--- config.mk ---
export PLATFORM = sky130hd
export DESIGN_NAME = ls74163_timer_ctrl
export DESIGN_NICKNAME = d
export VERILOG_FILES = /design/src/rtl/ls74163_pkg.sv /design/src/rtl/ls74163_ctrl_decode.sv /design/src/rtl/ls74163_timer_ctrl.sv
export SDC_FILE = /design/constraint.sdc
export NUM_CORES = 1
export LEC_CHECK = 0
export CAP_MARGIN = 20
export CORE_MARGIN = 10
export CORE_UTILIZATION = 39
export DETAILED_ROUTE_END_ITERATION = 10
export PLACE_DENSITY = 0.86
export SETUP_SLACK_MARGIN = 0.05
export SYNTH_ARGS = -nofsm -noshare
export SYNTH_HDL_FRONTEND = slang
export SYNTH_SLANG_ARGS = --single-unit
--- constraint.sdc ---
create_clock -name clk -period 4.1 [get_ports clk]
set_input_delay 1.23 -clock clk [delete_from_list [all_inputs] [get_ports clk]]
set_output_delay 1.23 -clock clk [all_outputs]
set_load 0.02 [all_outputs]
--- src/rtl/ls74163_pkg.sv ---
// ls74163_pkg: shared state encoding and default widths for the LS74163 timer controller
package ls74163_pkg;
    localparam int STAGES_DEF = 2;
    localparam int W_DEF = 4 * STAGES_DEF;
    typedef enum logic [2:0] {
        S_INIT = 3'd0,
        S_IDLE = 3'd1,
        S_LOAD = 3'd2,
        S_RUN  = 3'd3,
        S_DONE = 3'd4
    } state_t;
endpackage

--- src/rtl/ls74163_ctrl_decode.sv ---
// ls74163_ctrl_decode: combinational decode of state/RCO/pause/abort/mode into counter-chain controls (CLR_L, LD_L, ENT, ENP) plus terminal-edge flag
import ls74163_pkg::*;
module ls74163_ctrl_decode (
    input  state_t state,
    input  logic   RCO,
    input  logic   pause,
    input  logic   abort,
    input  logic   periodic,
    output logic   CLR_L,
    output logic   LD_L,
    output logic   ENT,
    output logic   ENP,
    output logic   term
);
    logic abort_eff;
    logic run;
    always_comb begin
        abort_eff = abort && state != S_INIT;
        run = state == S_RUN;
        term = run && RCO && !pause && !abort_eff;
        CLR_L = !(state == S_INIT || abort_eff || (term && !periodic));
        LD_L = abort_eff ? 1'b1 : !(state == S_LOAD || (term && periodic));
        ENT = run && !abort_eff;
        ENP = run && !pause && !abort_eff;
    end
endmodule

--- src/rtl/ls74163_timer_ctrl.sv ---
// ls74163_timer_ctrl: FSM, shadow registers and tick/done/err pulses sequencing a cascaded LS74163 chain as a programmable interval timer
import ls74163_pkg::*;
module ls74163_timer_ctrl #(
    parameter int STAGES = STAGES_DEF,
    localparam int W = 4 * STAGES
) (
    input  logic         clk,
    input  logic         RST_L,
    input  logic         start,
    input  logic         periodic,
    input  logic [W-1:0] period,
    input  logic         pause,
    input  logic         abort,
    input  logic [W-1:0] Q,
    input  logic         RCO,
    output logic         CLR_L,
    output logic         LD_L,
    output logic         ENT,
    output logic         ENP,
    output logic [W-1:0] D,
    output logic         busy,
    output logic         tick,
    output logic         done,
    output logic         err
);
    state_t       state;
    logic [W-1:0] shadow_period;
    logic         shadow_periodic;
    logic         term;
    logic         q_unused;
    ls74163_ctrl_decode u_decode (
        .state    (state),
        .RCO      (RCO),
        .pause    (pause),
        .abort    (abort),
        .periodic (shadow_periodic),
        .CLR_L    (CLR_L),
        .LD_L     (LD_L),
        .ENT      (ENT),
        .ENP      (ENP),
        .term     (term)
    );
    // Preload is the two's complement of the period so the chain reaches all-ones (RCO) after period-1 enables.
    assign D = -shadow_period;
    assign busy = state == S_LOAD || state == S_RUN;
    assign q_unused = ^Q;
    always_ff @(posedge clk or negedge RST_L) begin
        if (!RST_L) begin
            state <= S_INIT;
            shadow_period <= '0;
            shadow_periodic <= 1'b0;
            tick <= 1'b0;
            done <= 1'b0;
            err <= 1'b0;
        end else begin
            tick <= 1'b0;
            done <= 1'b0;
            err <= 1'b0;
            if (abort && state != S_INIT)
                state <= S_IDLE;
            else
                case (state)
                    S_INIT: state <= S_IDLE;
                    S_IDLE:
                        if (start && period != '0) begin
                            shadow_period <= period;
                            shadow_periodic <= periodic;
                            state <= S_LOAD;
                        end else if (start)
                            err <= 1'b1;
                    S_LOAD: state <= S_RUN;
                    S_RUN:
                        if (term) begin
                            tick <= 1'b1;
                            if (!shadow_periodic) begin
                                done <= 1'b1;
                                state <= S_DONE;
                            end
                        end
                    default: state <= S_IDLE;
                endcase
        end
    end
endmodule

After elaboration in Yosys (flattened, before gate mapping)
Cells that the tools add are included.

storage, ports and cells
  bits in registers = 15
  bits in latches = 0
  RAM bits = 0
  memory bits (read-only) = 0
  input bits = 23
  output and inout port bits = 16
  word-level logic and storage cells = 55
  memories = 0

cells by class
  $add $sub $neg = 1
  multiply operators = 0
  div/mod/pow operators = 0
  order comparisons = 0
  eq/ne operators = 6
  shift operators = 0
  muxes and demuxes = 17
  bitwise operators = 1
  reductions and logical operators = 24

operators with widths
  operator            count
  $mux 1              12
  $mux 3              4
  $logic_and 1x1->1   10
  $ne 3x2->1 const B  3
  $pmux 3 s3          1
  $neg 8->8           1
  $reduce_bool 8->1   1
  $eq 3x2->1 const B  2
  $reduce_and 3->1    2
  $logic_not 1->1     5
  $logic_or 1x1->1    4
  $eq 3x1->1 const B  1
  $logic_not 3->1     1
  $reduce_bool 3->1   1
  $not 1->1           1

Longest topological paths before layout
Gate-level depths: netlist of run 1.

  depth in word-level cells = 8
  depth in mapped cells = 5
  depth with buffers taken out = 5

Hierarchy
Synthesis of run 1 repeated with hierarchy kept, for this count alone.

second synthesis, totals
  cell total of the unflattened synthesis = 72
  area, all modules = 840.8 um2

modules (own cells, without submodules)
  module               times used  cells each  area an instance (um2)  seq. area each (um2)
  ls74163_timer_ctrl   1           62          763.2                   375.4
  ls74163_ctrl_decode  1           10          77.6                    0.0

Worst setup path before layout of run 1
No wires, ideal clock.

  kind = input-to-output
  from = input abort
  to = output CLR_L
  data arrival time = 2.036 ns
  required time = 2.870 ns
  slack = 0.834 ns
  cell stages on the path = 3
  buffers on the path = 0
  cells stage by stage = nand4bb_1 nor3_1 nor3_1

between the ends
  cells in the longest elaborated chain, start to end = 6
  elaborated cells between the ends (all ways) = 7
  those cells by class = reduce/logical (7)

ends and longest elaborated chain
  element              RTL line                   source
  start: declaration   ls74163_timer_ctrl.sv:13   input logic abort,
  $logic_and 1x1->1 *  ls74163_ctrl_decode.sv:18  abort_eff = abort && state != S_INIT;
  $logic_not 1->1      ls74163_ctrl_decode.sv:20  term = run && RCO && !pause && !abort_eff;
  $logic_and 1x1->1    ls74163_ctrl_decode.sv:20
  $logic_and 1x1->1    ls74163_ctrl_decode.sv:21  CLR_L = !(state == S_INIT || abort_eff || (term && !periodic));
  $logic_or 1x1->1 *   ls74163_ctrl_decode.sv:21
  $logic_not 1->1 *    ls74163_ctrl_decode.sv:21
  end: declaration     ls74163_timer_ctrl.sv:16   output logic CLR_L,

Mark *: on every way between the ends. The rest lies on a longest branch, timed or not.

Worst setup path in the final report of run 1
  from = input abort
  to = output ENT

between the ends
  cells in the longest elaborated chain, start to end = 3

ends and longest elaborated chain
  element            RTL line                   source
  $logic_and 1x1->1  ls74163_ctrl_decode.sv:18
  $logic_not 1->1    ls74163_ctrl_decode.sv:23  ENT = run && !abort_eff;
  $logic_and 1x1->1  ls74163_ctrl_decode.sv:23
  end: declaration   ls74163_timer_ctrl.sv:18   output logic ENT,

Every way passes these cells.

==> run_results.csv, run 1 <==
group,metric,value,unit
cells_and_area,fin_nets,126,
floorplanning,design.core.area,0.00194,mm2
critical_path,path_common_cell,"clkdlybuf4s50_1",
pwr,peakVddDrop,220,uV
critical_path,cp_top_family,"buffers and inverters",
placement,io_buffer_count,30,
sta,relSlewSlack,56.1,%
yosys,yosysTopAreaCell,"dfrtp_1",
sta,rsz0062_at_grt,"false",
grt,grt_first_pass_wirelength,3240,um
floorplanning,dieArea,0.00419,mm2
critical_path,crit_chain,"clkdlybuf4s50_1 -> nand4bb_1 -> buf_4 -> inv_1 -> clkdlybuf4s50_1",
yosys,synth-edff-count,0,
clock_tree,clk_path_buf_depth,2,
sta,fmax,253,MHz
route,vias_per_cell,4.78,
yosys,synth_cells,66,
critical_path,crit_cells,5,
route,drt_iter0_markers,3,
sta,period_needed,3960,ps
floorplanning,placementRows,16,
yosys,ys_warn_count,0,
sta,slew_violations,0,
route,num_vias,612,
yosys,yosysSeqAreaShare,48.1,%
clock_tree,cts_tree,"done",
cells_and_area,drive_gt1_share,16.8,%
clock_tree,cts_buffers,3,
hold_path,min_path_type,"flip-flop to flip-flop",
run,drv_cap,0,
critical_path,criticalPathCategory,"primary input to output port",
yosys,netlist_area,781,um2
route,dr.pass1.iters,3,
sta,finalSetupTns,0,ps
route,finalWirelength,1780,um
yosys,yosysTopAreaCellShare,48.1,%
floorplanning,die_h,64.7,um
clock_tree,cts.clk_slew.worst_paths,90,ps
sta,setup_viol,0,
yosys,synth_area_leaders,"dfrtp_1 48%, mux2_4 15%, xnor2_1 5.6%",
clock_tree,htreeDepth,1,
critical_path,startpoint_type,"primary input",
yosys,synth_nets,90,
outcome,status,"completed",
floorplanning,start_util,40.2,%
grt,grt_pass1_vias,718,
placement,dp_hpwl,1480,um
critical_path,rr_startpoint,"state[1]$_DFFE_PN0P_",
floorplanning,die_w,64.7,um
cells_and_area,diodes,0,
critical_path,cp-endpoint,"ENT",
critical_path,critPathArrivalTime,2730,ps
yosys,avgSynthCellArea,11.8,um2
route,remaining_drc_errors,0,
floorplanning,io_pins,39,
cells_and_area,fillCellCount,176,
pwr,p_leak,0.534,nW
route,ant_nets,0,
sta,min_period_over_period,96.5,%
critical_path,cp_slowest_cell,"clkdlybuf4s50_1",
critical_path,cp_max_fo,4,
yosys,synth_ff_type,"dfrtp_1",
clock_tree,cts_setup_buffers,0,
critical_path,slowest_delay,600,ps
clock_tree,cts_hold_buf,0,
yosys,ys_types,23,
grt,grt_usage,9.15,%
grt,antenna_found_initial,0,
grt,grt_max_degree,16,
cells_and_area,regArea,375,um2
critical_path,setup.worst_path.start,"abort",
sta,skew,2.81,ps
yosys,ys_ff_latch,15,
sta,tightest_slew,657,ps
critical_path,rr_worst_depth,3,
yosys,synth_common_cells,"15 x dfrtp_1, 8 x mux2_4, 7 x inv_1",
yosys,synth_most_common_cell,"dfrtp_1",
critical_path,crit_required,2870,ps
cells_and_area,multiInputGateArea,360,um2
critical_path,rrSetupSlack,2190,ps
sta,hold_violations,0,
pwr,p_per_area,485,mW/mm2
yosys,synth-async-reset-ratio,100,%
clock_tree,clk_latency,280,ps
critical_path,critPathBufInv,4,
grt,overflow,0,
placement,place_congestion,0.698,
cells_and_area,syn_to_final_growth,47.8,%
critical_path,critPathCaptureType,"output port",
clock_tree,cts_root_buf,"clkbuf_4",
critical_path,timing.rr.end,"shadow_period[6]$_DFFE_PN0P_",
pwr,power,0.559,mW
route,wl_per_cell,13.9,um
clock_tree,cts_sinks,15,
metrics by stage:
step	hold slack [ps]	utilization, %	instance area, um2	cells	setup slack (ps)
final	516	59.4	1150	128	143
after CTS	519	59.0	1150	128	55.1
after global routing	560	59.4	1150	128	71.0
after floorplan	460	-	781	66	834
after global placement	484	57.6	1120	124	108
after detailed placement	497	57.6	1120	124	71.1
logic make-up after synthesis:
group           share of synthesized area [%]
mux                                      16.8
buf+inv                                  5.77
flops                                    48.1
simple gates                             17.8
compound gates                           3.21
xor+xnor                                 6.73
fa+ha+maj                                1.60
flip-flops by register name, summed over array words and instances, names as in the netlist:
register         flops
shadow_periodic      1
tick                 1
state                3
done                 1
shadow_period        8
err                  1
worst min-delay path by stage:
stage | start | end | slack [ps] | cells after the start
2_1_floorplan | shadow_periodic$_DFFE_PN0P_ | state[2]$_DFFE_PN0P_ | 460 | 1
3_3_place_gp | shadow_periodic$_DFFE_PN0P_ | state[2]$_DFFE_PN0P_ | 480 | 1
3_5_place_dp | shadow_periodic$_DFFE_PN0P_ | state[2]$_DFFE_PN0P_ | 500 | 1
4_1_cts | shadow_periodic$_DFFE_PN0P_ | state[2]$_DFFE_PN0P_ | 520 | 1
5_1_grt | shadow_periodic$_DFFE_PN0P_ | state[2]$_DFFE_PN0P_ | 560 | 1
6_report | shadow_periodic$_DFFE_PN0P_ | state[2]$_DFFE_PN0P_ | 520 | 1
final cells by class:
cell class / count / share of cell area [%]
well taps: 27 / 2.93
clock buffers: 3 / 1.95
clock inverters: 1 / 0.434
flip-flops and latches: 15 / 32.5
inverters: 7 / 2.28
repair buffers: 33 / 28.6
multi-input cells: 42 / 31.2
cell usage in the layout, fill, tap and decap left out:
master            n
clkdlybuf4s50_1  27
dfrtp_1          15
mux2_4            8
inv_1             7
nor3_1            6
xnor2_1           5
nor2_1            4
nor4_1            3
clkbuf_4          3
dlymetal6s2s_1    3
buf_4             3
nand2b_1          2
nand2_1           2
or2b_1            1
or4_1             1
nand4bb_1         1
o32ai_1           1
nor4b_1           1
xor2_1            1
or4b_4            1
a211o_1           1
nor2b_1           1
o31ai_1           1
mux2_2            1
ha_1              1
clkinv_2          1
power by group:
part	leakage [nW]	switching, mW	internal, mW
sequential	0.184	0.0355	0.178
combinational	0.332	0.113	0.149
clock	0.0177	0.0481	0.0362
total	0.534	0.197	0.363
routing by layer:
metal	global-route usage, %	vias up	wire length (um)
met1	9.15	291	705
met4	2.41	0	5
met3	4.12	2	155
li1	-	301	-
met2	16.7	18	915
met5	0	-	0
repair_timing:
action                                 4_1_cts  5_1_grt
gates resized for setup                      0        3
endpoints found under the hold margin        0        0
setup endpoints to repair                    0        3
Note: power is estimated with default switching activity, not from simulation.
==> run 2: changes to the inputs <==
--- a/config.mk
+++ b/config.mk
@@ -11,6 +11,7 @@
 export DETAILED_ROUTE_END_ITERATION = 10
 export PLACE_DENSITY = 0.86
 export SETUP_SLACK_MARGIN = 0.05
+export SKIP_CTS_REPAIR_TIMING = 1
 export SYNTH_ARGS = -nofsm -noshare
 export SYNTH_HDL_FRONTEND = slang
 export SYNTH_SLANG_ARGS = --single-unit
==> results of run 2 <==
Same layout as run 1: the final DEF is identical, and so are final timing and power.
